$ cat src/rtl/user_ip_apb_bridge_if.sv
// rtl/user_ip_apb_bridge_if.sv - CPU native-bus and APB4 slot signals of the user IP bridge
// slave is the bridge's view; master is the view of the CPU side plus the slot devices.
interface user_ip_apb_bridge_if #(
  parameter int SLOT_NUM = 4
);
  logic                   mem_valid_i;
  logic [31:0]            mem_addr_i;
  logic [31:0]            mem_wdata_i;
  logic [3:0]             mem_wstrb_i;
  logic                   mem_ready_o;
  logic [31:0]            mem_rdata_o;
  logic [31:0]            apb_paddr_o;
  logic [SLOT_NUM-1:0]    apb_psel_o;
  logic                   apb_penable_o;
  logic                   apb_pwrite_o;
  logic [31:0]            apb_pwdata_o;
  logic [3:0]             apb_pstrb_o;
  logic [2:0]             apb_pprot_o;
  logic [SLOT_NUM-1:0]    apb_pready_i;
  logic [32*SLOT_NUM-1:0] apb_prdata_i;
  logic [SLOT_NUM-1:0]    apb_pslverr_i;
  logic                   err_clr_i;
  logic                   err_o;

  modport slave (
    input  mem_valid_i, mem_addr_i, mem_wdata_i, mem_wstrb_i,
    input  apb_pready_i, apb_prdata_i, apb_pslverr_i, err_clr_i,
    output mem_ready_o, mem_rdata_o,
    output apb_paddr_o, apb_psel_o, apb_penable_o, apb_pwrite_o,
    output apb_pwdata_o, apb_pstrb_o, apb_pprot_o, err_o
  );

  modport master (
    output mem_valid_i, mem_addr_i, mem_wdata_i, mem_wstrb_i,
    output apb_pready_i, apb_prdata_i, apb_pslverr_i, err_clr_i,
    input  mem_ready_o, mem_rdata_o,
    input  apb_paddr_o, apb_psel_o, apb_penable_o, apb_pwrite_o,
    input  apb_pwdata_o, apb_pstrb_o, apb_pprot_o, err_o
  );
endinterface

$ cat src/rtl/user_ip_apb_bridge.sv
// rtl/user_ip_apb_bridge.sv - picorv32 native bus to APB4 bridge for the user IP slots
// One SETUP/ACCESS transfer per request, slot decoded from the address, watchdog on ACCESS.
module user_ip_apb_bridge #(
  parameter int SLOT_NUM = 4,
  parameter int SLOT_AW  = 8,
  parameter int TIMEOUT  = 255
) (
  input  logic                 clk_i,
  input  logic                 rst_n_i,
  user_ip_apb_bridge_if.slave  bus
);
  localparam int SW = $clog2(SLOT_NUM);
  localparam int CW = (TIMEOUT > 0) ? $clog2(TIMEOUT + 1) : 1;
  localparam logic [CW-1:0] CNT_LAST = (TIMEOUT > 0) ? CW'(TIMEOUT - 1) : '0;
  localparam bit WDOG_EN = (TIMEOUT > 0);

  typedef enum logic [1:0] {ST_IDLE, ST_SETUP, ST_ACCESS, ST_RESP} state_t;

  state_t              r_state;
  state_t              w_state_nxt;
  logic [SLOT_AW-1:0]  r_addr;
  logic [31:0]         r_wdata;
  logic [3:0]          r_wstrb;
  logic [SW-1:0]       r_slot;
  logic [CW-1:0]       r_cnt;
  logic [31:0]         r_rdata;
  logic                r_err;

  logic [SLOT_NUM-1:0] w_psel;
  logic                w_penable;
  logic                w_ready;
  logic                w_load;
  logic                w_pready;
  logic                w_pslverr;
  logic [31:0]         w_prdata;
  logic                w_cnt_last;
  logic                w_done;
  logic                w_abort;
  logic                w_err_set;
  logic                w_unused_addr;

  assign w_load     = (r_state == ST_IDLE) && bus.mem_valid_i;
  assign w_pready   = bus.apb_pready_i[r_slot];
  assign w_pslverr  = bus.apb_pslverr_i[r_slot];
  assign w_prdata   = bus.apb_prdata_i[{r_slot, 5'b0} +: 32];
  assign w_cnt_last = WDOG_EN && (r_cnt == CNT_LAST);
  assign w_done     = (r_state == ST_ACCESS) && w_pready;
  assign w_abort    = (r_state == ST_ACCESS) && !w_pready && w_cnt_last;
  assign w_err_set  = (w_done && w_pslverr) || w_abort;
  assign w_unused_addr = ^bus.mem_addr_i[31:SLOT_AW+SW];

  always_ff @(posedge clk_i or negedge rst_n_i) begin
    if (!rst_n_i) begin
      r_state <= ST_IDLE;
    end else begin
      r_state <= w_state_nxt;
    end
  end

  always_comb begin
    w_state_nxt = r_state;
    w_psel      = '0;
    w_penable   = 1'b0;
    w_ready     = 1'b0;
    case (r_state)
      ST_IDLE: begin
        if (bus.mem_valid_i) w_state_nxt = ST_SETUP;
      end
      ST_SETUP: begin
        w_psel[r_slot] = 1'b1;
        w_state_nxt    = ST_ACCESS;
      end
      ST_ACCESS: begin
        w_psel[r_slot] = 1'b1;
        w_penable      = 1'b1;
        if (w_done || w_abort) w_state_nxt = ST_RESP;
      end
      ST_RESP: begin
        w_ready     = 1'b1;
        w_state_nxt = ST_IDLE;
      end
      default: w_state_nxt = ST_IDLE;
    endcase
  end

  always_ff @(posedge clk_i or negedge rst_n_i) begin
    if (!rst_n_i) begin
      r_addr  <= '0;
      r_wdata <= '0;
      r_wstrb <= '0;
      r_slot  <= '0;
      r_cnt   <= '0;
      r_rdata <= '0;
      r_err   <= 1'b0;
    end else begin
      if (w_load) begin
        r_addr  <= bus.mem_addr_i[SLOT_AW-1:0];
        r_wdata <= bus.mem_wdata_i;
        r_wstrb <= bus.mem_wstrb_i;
        r_slot  <= bus.mem_addr_i[SLOT_AW +: SW];
        r_rdata <= '0;
      end
      // Counter only advances while waiting, so it stops at CNT_LAST and cannot wrap.
      if (r_state == ST_SETUP) begin
        r_cnt <= '0;
      end else if (WDOG_EN && (r_state == ST_ACCESS) && !w_pready && !w_cnt_last) begin
        r_cnt <= r_cnt + 1'b1;
      end
      if (w_done) begin
        r_rdata <= ((|r_wstrb) || w_pslverr) ? 32'h0 : w_prdata;
      end else if (w_abort) begin
        r_rdata <= '0;
      end
      if (w_err_set) begin
        r_err <= 1'b1;
      end else if (bus.err_clr_i) begin
        r_err <= 1'b0;
      end
    end
  end

  assign bus.mem_ready_o   = w_ready;
  assign bus.mem_rdata_o   = r_rdata;
  assign bus.apb_paddr_o   = {{(32-SLOT_AW){1'b0}}, r_addr};
  assign bus.apb_psel_o    = w_psel;
  assign bus.apb_penable_o = w_penable;
  assign bus.apb_pwrite_o  = |r_wstrb;
  assign bus.apb_pwdata_o  = r_wdata;
  assign bus.apb_pstrb_o   = r_wstrb;
  assign bus.apb_pprot_o   = 3'b000;
  assign bus.err_o         = r_err;
endmodule

$ cat src/flat_wrapper.sv
// flat-port wrapper written by rule: the top's interface ports become plain ports
module user_ip_apb_bridge_flat 
#(
  parameter int SLOT_NUM = 4,
  parameter int SLOT_AW  = 8,
  parameter int TIMEOUT  = 255
)
  (clk_i, rst_n_i, bus_mem_valid_i, bus_mem_addr_i, bus_mem_wdata_i, bus_mem_wstrb_i, bus_apb_pready_i, bus_apb_prdata_i, bus_apb_pslverr_i, bus_err_clr_i, bus_mem_ready_o, bus_mem_rdata_o, bus_apb_paddr_o, bus_apb_psel_o, bus_apb_penable_o, bus_apb_pwrite_o, bus_apb_pwdata_o, bus_apb_pstrb_o, bus_apb_pprot_o, bus_err_o);
  user_ip_apb_bridge_if #(.SLOT_NUM(SLOT_NUM)) bus_i ();
  input  logic clk_i;
  input  logic rst_n_i;
  input wire logic [$bits(bus_i.mem_valid_i)-1:0] bus_mem_valid_i;
  input wire logic [$bits(bus_i.mem_addr_i)-1:0] bus_mem_addr_i;
  input wire logic [$bits(bus_i.mem_wdata_i)-1:0] bus_mem_wdata_i;
  input wire logic [$bits(bus_i.mem_wstrb_i)-1:0] bus_mem_wstrb_i;
  input wire logic [$bits(bus_i.apb_pready_i)-1:0] bus_apb_pready_i;
  input wire logic [$bits(bus_i.apb_prdata_i)-1:0] bus_apb_prdata_i;
  input wire logic [$bits(bus_i.apb_pslverr_i)-1:0] bus_apb_pslverr_i;
  input wire logic [$bits(bus_i.err_clr_i)-1:0] bus_err_clr_i;
  output wire logic [$bits(bus_i.mem_ready_o)-1:0] bus_mem_ready_o;
  output wire logic [$bits(bus_i.mem_rdata_o)-1:0] bus_mem_rdata_o;
  output wire logic [$bits(bus_i.apb_paddr_o)-1:0] bus_apb_paddr_o;
  output wire logic [$bits(bus_i.apb_psel_o)-1:0] bus_apb_psel_o;
  output wire logic [$bits(bus_i.apb_penable_o)-1:0] bus_apb_penable_o;
  output wire logic [$bits(bus_i.apb_pwrite_o)-1:0] bus_apb_pwrite_o;
  output wire logic [$bits(bus_i.apb_pwdata_o)-1:0] bus_apb_pwdata_o;
  output wire logic [$bits(bus_i.apb_pstrb_o)-1:0] bus_apb_pstrb_o;
  output wire logic [$bits(bus_i.apb_pprot_o)-1:0] bus_apb_pprot_o;
  output wire logic [$bits(bus_i.err_o)-1:0] bus_err_o;
  assign bus_i.mem_valid_i = bus_mem_valid_i;
  assign bus_i.mem_addr_i = bus_mem_addr_i;
  assign bus_i.mem_wdata_i = bus_mem_wdata_i;
  assign bus_i.mem_wstrb_i = bus_mem_wstrb_i;
  assign bus_i.apb_pready_i = bus_apb_pready_i;
  assign bus_i.apb_prdata_i = bus_apb_prdata_i;
  assign bus_i.apb_pslverr_i = bus_apb_pslverr_i;
  assign bus_i.err_clr_i = bus_err_clr_i;
  assign bus_mem_ready_o = bus_i.mem_ready_o;
  assign bus_mem_rdata_o = bus_i.mem_rdata_o;
  assign bus_apb_paddr_o = bus_i.apb_paddr_o;
  assign bus_apb_psel_o = bus_i.apb_psel_o;
  assign bus_apb_penable_o = bus_i.apb_penable_o;
  assign bus_apb_pwrite_o = bus_i.apb_pwrite_o;
  assign bus_apb_pwdata_o = bus_i.apb_pwdata_o;
  assign bus_apb_pstrb_o = bus_i.apb_pstrb_o;
  assign bus_apb_pprot_o = bus_i.apb_pprot_o;
  assign bus_err_o = bus_i.err_o;
  user_ip_apb_bridge #(.SLOT_NUM(SLOT_NUM), .SLOT_AW(SLOT_AW), .TIMEOUT(TIMEOUT)) u_core (.clk_i(clk_i), .rst_n_i(rst_n_i), .bus(bus_i));
endmodule
$ cat config.mk
export PLATFORM = sky130hd
export DESIGN_NAME = user_ip_apb_bridge_flat
export DESIGN_NICKNAME = d
export VERILOG_FILES = /design/src/rtl/user_ip_apb_bridge_if.sv /design/src/rtl/user_ip_apb_bridge.sv /design/src/flat_wrapper.sv
export SDC_FILE = /design/constraint.sdc
export NUM_CORES = 1
export LEC_CHECK = 0
export BUFFER_PORTS_ARGS = -buffer_cell sky130_fd_sc_hd__buf_2
export CAP_MARGIN = 10
export CORE_AREA = 10 10 115 117
export CTS_CLUSTER_SIZE = 20
export DETAILED_ROUTE_END_ITERATION = 12
export DIE_AREA = 0 0 125 127
export GPL_ROUTABILITY_DRIVEN = 0
export PLACE_DENSITY_LB_ADDON = 0.25
export SETUP_SLACK_MARGIN = 0.3
export SLEW_MARGIN = 20
export SYNTH_ARGS = -nofsm -noshare
export SYNTH_HDL_FRONTEND = slang
export SYNTH_SLANG_ARGS = --single-unit
$ cat constraint.sdc
create_clock -name clk_i -period 4.95 [get_ports clk_i]
set_clock_uncertainty 0.05 [all_clocks]
set_input_delay 0.495 -clock clk_i [delete_from_list [all_inputs] [get_ports clk_i]]
set_output_delay 0.495 -clock clk_i [all_outputs]
set_load 0.03 [all_outputs]
==> results by group, run 1 <==
Route
  • Drt via density: 4.993
  • Drt total wl: 14,390 um
  • DRT iter0 DRCs: roughly 150
  • Routed vias: between 3,000 and 4,000
  • First-pass iteration count of the detailed router: 4
  • DRC violations left: 0
  • Avg WL per Cell: ~20 um
  • Antenna violation net count after detailed routing: 0

CTS
  • Root Buffer: clkbuf_16
  • H-tree depth: 3
  • Sinks on the clock net: around 90
  • Clock Latency Late Sink: around 0.33 ns
  • Post-CTS setup buffers: 0
  • CTS Buf Count: 9
  • PostCTS Resize Cnt: 0
  • CTS tree: done
  • Reg clk slew, reported paths: 0.07 ns
  • CTS Buffer Depth: 2
  • Hold_buf cts: 0

STA
  • Final Slew Violations: 0
  • Final setup viols: 0
  • Max Fclk: approximately 0.41 GHz
  • Setup TNS Final: 0 ns
  • Final Cycle Share: between 40 and 50%
  • Final Hold Viols: 0
  • Fin crit period: roughly 2.4 ns
  • Slew Limit Headroom: between 50% and 60%
  • Worst-Margin Slew: ~0.71 ns
  • Worst Slack Setup Final: 2.503 ns
  • RSZ-0062 raised after global routing: false

Power and ir drop
  • Power per standard cell area: 598.3 nW/um2
  • Pint: roughly 0.0022 W
  • Peak supply drop: roughly 0.00028 V
  • Share of power burned in registers: between 20 and 30%
  • LEAKAGE: 3.221 nW
  • Comb power frac: 51.1%
  • Net Sw Power: between 0.0015 and 0.002 W
  • Switching share of total power: 41.43%
  • Clock power share: between 10% and 20%

GRT
  • Vias in the first global route: around 4,200
  • Grt total ovfl: 0
  • Global-route wire length before repair: 22,290 um
  • Antenna violations before repair: 0
  • Largest net degree at the start of global routing: slightly below 60
  • GRT Util Overall: between 10% and 20%

Logic synthesis
  • Warnings from Yosys: 0
  • Post-synthesis sequential area ratio: between 40% and 50%
  • Synthesized area: between 4000 and 5000 um2
  • Post-synthesis cell type count: 33
  • Yosys reg bits: between 80 and 90
  • Mapped Cells: around 310
  • Mapped Avg Cell Area: approximately 15 um2

Place
  • Post-DP HPWL: approximately 12,000 um
  • Port Buffers: 269
  • DP Worst Slack: about 2.2 ns
  • Cell Area, Placed: 5943 um2
  • Placed insts: roughly 710

Floorplan
  • Die W: approximately 130 um
  • Die Y: about 130 um
  • Core Area: 11,130 um2
  • Io pins: 319
  • Row Count: 39
  • Full die area: about 16,000 um2
  • Initial core utilization: approximately 40%

Critical path
  • R2r endpoint: u_core.bus.mem_rdata_o[6]
  • WS Path Type: flip-flop to flip-flop
  • FF-to-FF Start: u_core.r_slot[0]
  • Crit path arrival time: ~2.7 ns
  • R2r worst-path depth: 5
  • Req. time, crit path: slightly above 5 ns
  • Register-to-register path setup slack: 2.50 ns
  • CP Max Fanout: 38
  • CP startpoint kind: flip-flop
  • Crit path capture type: flip-flop

Final layout
  • Final Non-Filler Cells: ~720
  • Post-route cell area: approximately 6300 um2
  • Share of layout cells above drive strength 1: approximately two thirds
  • N_diodes: 0
  • FILL cells: between 900 and 1,000
  • Synthesis-to-layout area growth: 36.94%
  • Fin util: roughly 56%
  • Nets: ~790

Worst hold path
  • Hold Crit Class: input pin to asynchronous set/reset pin

Outcome
  • Status: finished clean

Run
  • Max-Cap Viols: 0
==> worst max-delay path by stage <==
stage | from | to
floorplan | u_core.r_slot[0] | bus_apb_psel_o[0]
global placement | bus_apb_pready_i[0] | u_core.bus.mem_rdata_o[25]
detailed placement | bus_apb_pready_i[1] | u_core.bus.mem_rdata_o[6]
CTS | u_core.r_state[0] | u_core.bus.mem_rdata_o[6]
global route | u_core.r_slot[0] | u_core.bus.mem_rdata_o[6]
finish | u_core.r_slot[0] | u_core.bus.mem_rdata_o[6]
==> layout by cell type (no fill, tap or decap) <==
master	instances
a2111oi_2	2
a2111oi_4	1
a211oi_1	2
a211oi_2	1
a21oi_1	1
a22o_1	33
and3_1	2
and3b_1	1
and4_1	1
buf_2	268
buf_4	6
bufinv_16	2
clkbuf_1	1
clkbuf_16	9
clkinv_4	1
conb_1	27
dfrtp_1	88
dfrtp_2	1
ha_1	7
inv_1	6
inv_6	1
inv_8	1
mux2_1	1
mux2_2	46
mux2_4	1
mux4_2	34
nand2_1	5
nand2_2	1
nand3_1	3
nor2_1	10
nor2b_1	2
nor3b_1	1
nor4b_2	1
nor4b_4	1
o21a_2	1
o21ai_1	1
o32a_1	1
or4_1	1
xnor2_1	6
==> sequential cells by signal (all words and copies together), names as in the netlist <==
signal                   count
u_core.bus.apb_pwdata_o     32
u_core.bus.mem_rdata_o      32
u_core.r_addr                8
u_core.r_cnt                 8
u_core.bus.apb_pstrb_o       4
u_core.r_slot                2
u_core.r_state               2
u_core.bus.err_o             1
==> metal layers <==
metal | vias to the layer above | GRT usage [%] | part of all wire [%]
li1 | 1649 | - | -
met2 | 172 | 33.26 | 56
met3 | 18 | 6.700 | 9.0
met1 | 1761 | 16.55 | 33
met4 | 0 | 6.301 | 2.1
met5 | - | 0 | 0
==> critical path, cell delays in order (launching register included) <==
cell	delay (ns)
dfrtp_2	0.36
buf_4	0.53
mux4_2	0.64
nor4b_4	0.22
buf_4	0.36
a22o_1	0.20
==> Yosys cell counts <==
master	number	share of area, %
inv_1	6	0.49
buf_2	9	0.98
nor2_1	10	0.82
nor2b_1	2	0.27
ha_1	7	1.9
nand3_1	3	0.33
a21oi_1	1	0.11
o21a_1	1	0.16
mux2_2	46	11
clkbuf_1	9	0.74
a211oi_1	2	0.33
and3b_1	1	0.19
a2111oi_2	2	0.66
conb_1	1	0.082
o21ai_1	1	0.11
nor3b_1	1	0.16
buf_1	4	0.33
a22o_1	33	6.3
mux4_2	34	17
a211oi_2	1	0.27
mux2_1	1	0.25
nand2_1	6	0.49
buf_4	27	4.4
xnor2_1	6	1.1
dfrtp_1	89	49
and3_1	2	0.27
and4_1	1	0.19
mux2_4	1	0.33
nor4b_4	1	0.52
nor4b_2	1	0.33
or4_1	1	0.16
a2111oi_4	1	0.60
o32a_1	1	0.22
==> kinds of logic (layout without fill, tap and decap cells) <==
family,Yosys count,count (layout),share of synthesized area (%)
other cells,1,27,0.08200
simple gates,29,29,3.748
mux,82,82,28.65
buf+inv,55,295,6.976
flops,89,89,48.70
compound gates,43,43,8.782
xor+xnor,6,6,1.149
fa+ha+maj,7,7,1.915
==> metrics by stage <==
stage / hold WS, ns / total power, W
after floorplan: 0.1494 / 0.002546
after global placement: 0.4308 / 0.003017
after detailed placement: 0.4358 / 0.003073
after CTS: 0.1887 / 0.003802
after global routing: 0.2197 / 0.003954
final: 0.1726 / 0.003747
==> area by class of cell <==
cell class	instances	area, um2	share of cell area (%)
flip-flops and latches	89	2228	35.58
multi-input cells	194	2128	33.99
repair buffers	274	1386	22.14
clock buffers	10	229.0	3.656
well taps	143	178.9	2.857
clock inverters	5	88.84	1.419
inverters	6	22.52	0.3596
==> power by group through the flow <==
stage / Sequential, W / Clock, W / Combinational, W
finish: 0.00111 / 0.000725 / 0.00191
global route: 0.00114 / 0.000770 / 0.00204
CTS: 0.00111 / 0.000740 / 0.00195
detailed placement: 0.00112 / 0 / 0.00195
global placement: 0.00110 / 0 / 0.00191
floorplan: 0.00156 / 0 / 0.000984
No activity file was read; power rests on OpenSTA's default activity.
==> run 2, diff against run 1 <==
--- a/config.mk
+++ b/config.mk
@@ -5,12 +5,13 @@
 export SDC_FILE = /design/constraint.sdc
 export NUM_CORES = 1
 export LEC_CHECK = 0
+export ABC_AREA = 1
 export BUFFER_PORTS_ARGS = -buffer_cell sky130_fd_sc_hd__buf_2
 export CAP_MARGIN = 10
-export CORE_AREA = 10 10 115 117
+export CORE_AREA = 10 10 132 122
 export CTS_CLUSTER_SIZE = 20
 export DETAILED_ROUTE_END_ITERATION = 12
-export DIE_AREA = 0 0 125 127
+export DIE_AREA = 0 0 142 132
 export GPL_ROUTABILITY_DRIVEN = 0
 export PLACE_DENSITY_LB_ADDON = 0.25
 export SETUP_SLACK_MARGIN = 0.3
==> constraint.sdc (replaced) <==
create_clock -name clk_i -period 2 [get_ports clk_i]
set_clock_uncertainty 0.05 [all_clocks]
set_input_delay 0.2 -clock clk_i [delete_from_list [all_inputs] [get_ports clk_i]]
set_output_delay 0.2 -clock clk_i [all_outputs]
set_load 0.03 [all_outputs]
==> results by group, run 2 <==
Outcome
  • Status: finished clean (unchanged)

Route
  • DRC violations left: 0 (unchanged)
  • Antenna violation net count after detailed routing: 0 (unchanged)
  • Drt total wl: 16,980 um (was 14,390 um)
  • DRT iter0 DRCs: 154 (was 146)
  • Drt via density: 4.740 (was 4.993)
  • First-pass iteration count of the detailed router: 4 (unchanged)
  • Avg WL per Cell: 16.42 um (was 19.96 um)
  • Routed vias: 4,901 (was 3,600)

CTS
  • CTS Buffer Depth: 2 (unchanged)
  • Clock Latency Late Sink: 0.33 ns (about the same)
  • H-tree depth: 3 (unchanged)
  • Reg clk slew, reported paths: 0.07 ns (about the same)
  • Root Buffer: clkbuf_16 (unchanged)
  • CTS tree: done (unchanged)
  • CTS Buf Count: 9 (unchanged)
  • Sinks on the clock net: 89 (unchanged)

Floorplan
  • Die Y: 132 um (was 127 um)
  • Full die area: 18,740 um2 (was 15,880 um2)
  • Io pins: 319 (unchanged)
  • Initial core utilization: 39.43% (was 41.10%)
  • Die W: 142 um (was 125 um)
  • Row Count: 40 (was 39)
  • Core Area: 13,210 um2 (was 11,130 um2)

Logic synthesis
  • Mapped Avg Cell Area: 8.831 um2 (was 14.66 um2)
  • Asr flop ratio synth: 100.0% (unchanged)
  • Ys flop type: dfrtp_1 (unchanged)
  • Warnings from Yosys: 0 (unchanged)
  • Post-synthesis mux area share: 9.078% (was 28.65%)
  • Synth area leaders: dfrtp_1 (43%), nand2_1 (15%), mux2_2 (9.1%) (was dfrtp_1 (49%), mux4_2 (17%), mux2_2 (11%))
  • Count leader, synth: nand2_1 (was dfrtp_1)
  • Post-synthesis cell type count: 33 (unchanged)
  • Top cells by count, synth: nand2_1 (208), dfrtp_1 (89), nand3_1 (50), mux2_2 (42) (was dfrtp_1 (89), mux2_2 (46), mux4_2 (34), a22o_1 (33), buf_4 (27))
  • Post-synthesis sequential area ratio: 42.75% (was 48.70%)
  • Yosys reg bits: 89 (unchanged)
  • Main combinational cell family by area after synthesis: simple AND/OR/NAND/NOR gates (was multiplexers)
  • Post-synth EDFFs: 0 (unchanged)
  • Simple logic cell fraction of the synthesized area: 34.29% (was 3.748%)
  • Post-synthesis xor/xnor area fraction: 0.6724% (was 1.149%)
  • Synthesized area: 5210 um2 (was 4573 um2)
  • Post-synth top area share: 42.75% (was 48.70%)
  • Synth Area in Adders: 1.681% (was 1.915%)
  • Post-synth top area cell: dfrtp_1 (unchanged)
  • Mapped Cells: 590 (was 312)
  • Post-synthesis compound-gate area fraction: 1.033% (was 8.782%)

GRT
  • Largest net degree at the start of global routing: 50 (was 58)
  • Antenna violations before repair: 1 (was 0)
  • Global-route wire length before repair: 26,060 um (was 22,290 um)
  • Grt total ovfl: 0 (unchanged)
  • GRT Util Overall: 17.01% (was 17.42%)
  • Vias in the first global route: 4,969 (was 4,196)

STA
  • Final Hold Viols: 0 (unchanged)
  • Setup TNS Final: 0 ns (unchanged)
  • Max Fclk: roughly 0.60 GHz
  • Final Cycle Share: between 80 and 90%
  • Fin crit period: 1.657 ns
  • RSZ-0062 raised after global routing: true (was false)
  • Final setup viols: 0 (unchanged)
  • Final Slew Violations: 0 (unchanged)

Run
  • Max-Cap Viols: 0 (unchanged)

Place
  • Port Buffers: 269 (unchanged)
  • Post-DP HPWL: 13,190 um (was 12,150 um)

Power and ir drop
  • LEAKAGE: 3.798 nW (was 3.221 nW)
  • Power per standard cell area: 1398 nW/um2 (was 598.3 nW/um2)
  • Peak supply drop: 0.0005945 V (was 0.0002842 V)
  • Power Total: 0.009943 W (was 0.003747 W)

Critical path
  • WS Path Type: flip-flop to output port (was flip-flop to flip-flop)
  • R2r worst-path depth: 7 (was 5)
  • Crit path capture type: output port (was flip-flop)
  • Worst path cell trace: inv_2, ha_4, inv_4, nor3_2, buf_4 (was buf_4, mux4_2, nor4b_4, buf_4, a22o_1)
  • Crit path arrival time: 1.41 ns (was 2.66 ns)
  • R2r endpoint: u_core.bus.mem_rdata_o[25] (was u_core.bus.mem_rdata_o[6])
  • Register-to-register path setup slack: 0.39 ns (was 2.50 ns)
  • FF-to-FF Start: u_core.r_state[1] (was u_core.r_slot[0])
  • Max incr delay on CP: 0.39 ns (was 0.64 ns)
  • CP startpoint kind: flip-flop (unchanged)
  • Req. time, crit path: 1.75 ns (was 5.16 ns)
  • CP Max Fanout: 4 (was 38)
  • CP Launch Point: u_core.r_state[1] (was u_core.r_slot[0])
  • CP max-delay cell: dfrtp_1 (was mux4_2)

Worst hold path
  • Hold Crit Class: input pin to flip-flop (was input pin to asynchronous set/reset pin)
  • Hold path endpoint: u_core.bus.err_o
  • Beginning of the worst hold path: bus_err_clr_i
  • Hold Crit Depth: 2

Final layout
  • Most common cell after layout, fill and taps aside: buf_2 (unchanged)
  • Nets: 1,075 (was 789)
  • Share of layout cells above drive strength 1: 47.86% (was 65.40%)
  • Commonest cells after routing, fill and taps aside: buf_2 (264), nand2_1 (207), dfrtp_1 (87) (was buf_2 (268), dfrtp_1 (88), mux2_2 (46))
  • FILL cells: 1,291 (was 973)
  • Synthesis-to-layout area growth: 36.55% (was 36.94%)
==> run 2: changes by cell type after synthesis, sizes merged, moves of 15 or more <==
cell   change
a22o      -33
buf       +15
mux4      -34
nand2    +210
nand3     +80
nand4     +32
==> run 2: what timing repair did <==
action | 4_1_cts | 5_1_grt
hold endpoints to repair | 24 | 0
resized for setup | 15 | 12
hold buffers | 1 | 0
pin swaps | 2 | 2
buffers inserted | 5 | 3
endpoints found under the setup margin | 50 | 42
gates cloned | 1 | 1
==> run 2: layout make-up <==
cell class,instances,area (um2),area share [%]
inverters,20,85.08,1.196
well taps,168,210.2,2.955
diodes,1,2.502,0.03517
flip-flops and latches,89,2230,31.34
repair buffers,292,1688,23.72
clock buffers,10,229.0,3.218
multi-input cells,448,2620,36.83
clock inverters,6,50.05,0.7035
==> run 2: worst max path at each step <==
stage	slack (ns)	to
after floorplan	0.30	bus_apb_psel_o[0]
after global placement	0.05	u_core.bus.mem_rdata_o[4]
after detailed placement	0.02	u_core.bus.mem_rdata_o[9]
after CTS	0.30	bus_apb_psel_o[0]
after global routing	0.27	bus_apb_psel_o[2]
final	0.34	bus_apb_psel_o[0]
==> run 2: kinds of logic (layout without fill, tap and decap cells) <==
family / count (synthesis) / after routing
adders and majority gates: 7 / 7
buffers and inverters: 80 / 328
AOI/OAI and AO/OA: 7 / 8
other: 1 / 28
DFF: 89 / 89
and+or+nand+nor: 360 / 360
xor gates and xnor gates: 4 / 4
muxes: 42 / 42
==> run 2: metrics by stage <==
stage	cell area, um2	utilization [%]	instances	hold WS [ns]	setup WS [ns]
2_1_floorplan	5308	-	616	-0.1456	0.3012
3_3_place_gp	6596	49.92	1006	0.08891	0.04679
3_5_place_dp	6596	49.92	1006	0.08891	0.02277
4_1_cts	6999	52.97	1029	0.01453	0.3012
5_1_grt	7114	53.84	1034	0.01953	0.2732
6_report	7114	53.84	1034	0.03180	0.3426
==> run 2: critical path, delay by kind of cell (launching register included) <==
family | cells | cell delay (ns)
fa+ha+maj | 1 | 0.28
buf+inv | 3 | 0.31
flops | 1 | 0.39
simple gates | 1 | 0.10
==> run 2: power breakdown <==
group	switching, W	internal, W
combinational	0.00365	0.00202
sequential	0.000316	0.00237
clock	0.000730	0.000856
total	0.00470	0.00524
==> run 2: per-layer routing <==
layer / up-vias / global-route usage (%) / share of wire, %
li1: 2437 / - / -
met1: 2308 / 18.54 / 37
met2: 144 / 31.34 / 55
met3: 12 / 4.683 / 6.7
met4: 0 / 4.030 / 1.1
met5: - / 0 / 0
==> run 3, diff against run 2 <==
--- a/config.mk
+++ b/config.mk
@@ -5,13 +5,13 @@
 export SDC_FILE = /design/constraint.sdc
 export NUM_CORES = 1
 export LEC_CHECK = 0
-export ABC_AREA = 1
+export ABC_AREA = 0
 export BUFFER_PORTS_ARGS = -buffer_cell sky130_fd_sc_hd__buf_2
 export CAP_MARGIN = 10
-export CORE_AREA = 10 10 132 122
+export CORE_AREA = 10 10 127 118
 export CTS_CLUSTER_SIZE = 20
 export DETAILED_ROUTE_END_ITERATION = 12
-export DIE_AREA = 0 0 142 132
+export DIE_AREA = 0 0 137 128
 export GPL_ROUTABILITY_DRIVEN = 0
 export PLACE_DENSITY_LB_ADDON = 0.25
 export SETUP_SLACK_MARGIN = 0.3
==> constraint.sdc (replaced) <==
create_clock -name clk_i -period 1.4 [get_ports clk_i]
set_clock_uncertainty 0.05 [all_clocks]
set_input_delay 0.14 -clock clk_i [delete_from_list [all_inputs] [get_ports clk_i]]
set_output_delay 0.14 -clock clk_i [all_outputs]
set_load 0.03 [all_outputs]
==> results by group, run 3 (synthesized netlist as in run 1, its figures left out) <==
Route
  • DRT iter0 DRCs: 158 (was 154)
  • Routed vias: 4,276 (was 4,901)
  • Drt total wl: 19,140 um (was 16,980 um)
  • Drt via density: 4.794 (was 4.740)
  • Antenna violation net count after detailed routing: 0 (unchanged)
  • Avg WL per Cell: 21.46 um (was 16.42 um)
  • First-pass iteration count of the detailed router: 4 (unchanged)
  • DRC violations left: 0 (unchanged)

Place
  • Port Buffers: 269 (unchanged)
  • DP Worst Slack: -0.4908 ns (was 0.02277 ns)
  • Post-DP HPWL: 12,410 um (was 13,190 um)
  • Cell Area, Placed: 6510 um2 (was 6596 um2)

Critical path
  • FF-to-FF Start: u_core.r_slot[0] (was u_core.r_state[1])
  • CP Max Fanout: 16 (was 4)
  • Crit path buf inv count: 3 (unchanged)
  • Max incr delay on CP: 0.59 ns (was 0.39 ns)
  • R2r endpoint: u_core.bus.mem_rdata_o[3] (was u_core.bus.mem_rdata_o[25])
  • R2r worst-path depth: 6 (was 7)
  • CP delay by family, top: multiplexers (was flip-flops)
  • Crit path arrival time: 2.08 ns (was 1.41 ns)
  • CP Launch Point: u_core.r_slot[0] (was u_core.r_state[1])
  • Crit path capture type: flip-flop (was output port)
  • CP max-delay cell: mux4_2 (was dfrtp_1)
  • WS Path Type: flip-flop to flip-flop (was flip-flop to output port)
  • Req. time, crit path: 1.57 ns (was 1.75 ns)
  • WP depth: 6 (was 5)
  • Register-to-register path setup slack: -0.51 ns (was 0.39 ns)
  • CP startpoint kind: flip-flop (unchanged)
  • Worst path cell trace: mux4_2, buf_6, nor4b_4, buf_6, clkbuf_16, a22o_1 (was inv_2, ha_4, inv_4, nor3_2, buf_4)
  • Worst path most repeated cell: buf_6

CTS
  • Root Buffer: clkbuf_16 (unchanged)
  • Sinks on the clock net: 89 (unchanged)
  • H-tree depth: 3 (unchanged)
  • Reg clk slew, reported paths: 0.06 ns (was 0.07 ns)
  • CTS Buffer Depth: 2 (unchanged)
  • Clock Latency Late Sink: 0.33 ns (about the same)
  • CTS Buf Count: 9 (unchanged)
  • CTS tree: done (unchanged)

STA
  • Final Hold Viols: 0 (unchanged)
  • Final Cycle Share: 136.5%
  • Worst Slack Setup Final: -0.5106 ns (was 0.3426 ns)
  • Max Fclk: about 0.52 GHz
  • RSZ-0062 raised after global routing: true (unchanged)
  • Hold_ws: 0.001597 ns (was 0.03180 ns)
  • Fin crit period: ~1.9 ns
  • Final Slew Violations: 0 (unchanged)
  • Final setup viols: 96 (was 0)

Outcome
  • Violated checks: negative setup slack
  • Status: finished, violations left (was finished clean)

GRT
  • Global-route wire length before repair: 26,290 um (was 26,060 um)
  • GRT Util Overall: 18.89% (was 17.01%)
  • Antenna violations before repair: 0 (was 1)
  • Largest net degree at the start of global routing: 90 (was 50)
  • Grt total ovfl: 0 (unchanged)
  • Vias in the first global route: 4,689 (was 4,969)

Floorplan
  • Die Y: 128 um (was 132 um)
  • Initial core utilization: 36.90% (was 39.43%)
  • Row Count: 39 (was 40)
  • Core Area: 12,390 um2 (was 13,210 um2)
  • Io pins: 319 (unchanged)
  • Die W: 137 um (was 142 um)
  • Full die area: 17,540 um2 (was 18,740 um2)

Worst hold path
  • Hold path endpoint: u_core.bus.apb_pwdata_o[5] (was u_core.bus.err_o)
  • Beginning of the worst hold path: bus_mem_wdata_i[5] (was bus_err_clr_i)
  • Hold Crit Depth: 2 (unchanged)
  • Hold Crit Class: input pin to flip-flop (unchanged)

Final layout
  • Most common cell after layout, fill and taps aside: buf_2 (unchanged)
  • Fin util: 70.14% (was 53.84%)
  • N_diodes: 0 (was 1)
  • Sequential cell area: 2231 um2 (was 2230 um2)
  • Share of layout cells above drive strength 1: 68.96% (was 47.86%)
  • Synthesis-to-layout area growth: 90.10% (was 36.55%)
  • FILL cells: 836 (was 1,291)
  • Nets: 938 (was 1,075)
  • Commonest cells after routing, fill and taps aside: buf_2 (184), buf_6 (89), dfrtp_1 (86) (was buf_2 (264), nand2_1 (207), dfrtp_1 (87))
  • Area of the multi-input gates: 2465 um2 (was 2620 um2)
  • Post-route cell area: 8693 um2 (was 7114 um2)

Power and ir drop
  • Power Total: 0.01823 W (was 0.009943 W)
  • Power per standard cell area: 2097 nW/um2 (was 1398 nW/um2)
  • Peak supply drop: 0.0008539 V (was 0.0005945 V)
  • LEAKAGE: 4.416 nW (was 3.798 nW)

Run
  • Max-Cap Viols: 0 (unchanged)
run 3: worst max path at each step:
stage                                      to  slack, ns
floorplan                   u_core.r_state[1]      -0.47
global placement              u_core.r_cnt[3]      -0.44
detailed placement            u_core.r_cnt[3]      -0.49
CTS                           u_core.r_cnt[3]      -0.45
global route                u_core.r_state[1]      -0.57
finish              u_core.bus.mem_rdata_o[3]      -0.51
run 3: worst reg2reg max path: stages (launching register included):
cell       delay, ns
dfrtp_2         0.37
mux4_2          0.59
buf_6           0.16
nor4b_4         0.12
buf_6           0.15
clkbuf_16       0.17
a22o_1          0.19
run 3: area by class of cell:
class | count | share of cell area [%]
clock inverter | 4 | 0.8780
tap | 164 | 2.360
multi-input combinational | 195 | 28.35
sequential | 89 | 25.66
timing repair buffer | 422 | 39.51
clock buffer | 12 | 2.950
inverter | 6 | 0.2879
run 3: metal layers:
layer	track usage [%]	up-vias	part of all wire, %	wire length (um)
met5	0	-	0	0
met4	3.841	0	0.95	181
met3	7.484	16	9.3	1787
met2	32.63	215	53	10110
met1	21.63	2093	37	7062
li1	-	1952	-	-
run 3: stage by stage:
stage	setup TNS (ns)	instances
after floorplan	-21.88	338
after global placement	-23.12	759
after detailed placement	-25.84	759
after CTS	-26.87	834
after global routing	-35.45	892
final	-30.89	892
run 3: power breakdown:
group | switching (W) | leakage, nW | internal [W] | total (W)
Clock | 0.00101 | 0.159 | 0.00167 | 0.00268
Sequential | 0.000671 | 1.13 | 0.00347 | 0.00414
Combinational | 0.00521 | 3.12 | 0.00620 | 0.0114
Total | 0.00689 | 4.42 | 0.0113 | 0.0182
run 3: what timing repair did:
item / CTS / global route
resized for setup: 95 / 149
hold endpoints to repair: 134 / 0
pin swaps: 8 / 10
buffers inserted: 8 / 54
hold buffers: 46 / 0
setup endpoints to repair: 132 / 172
cloned: 5 / 4
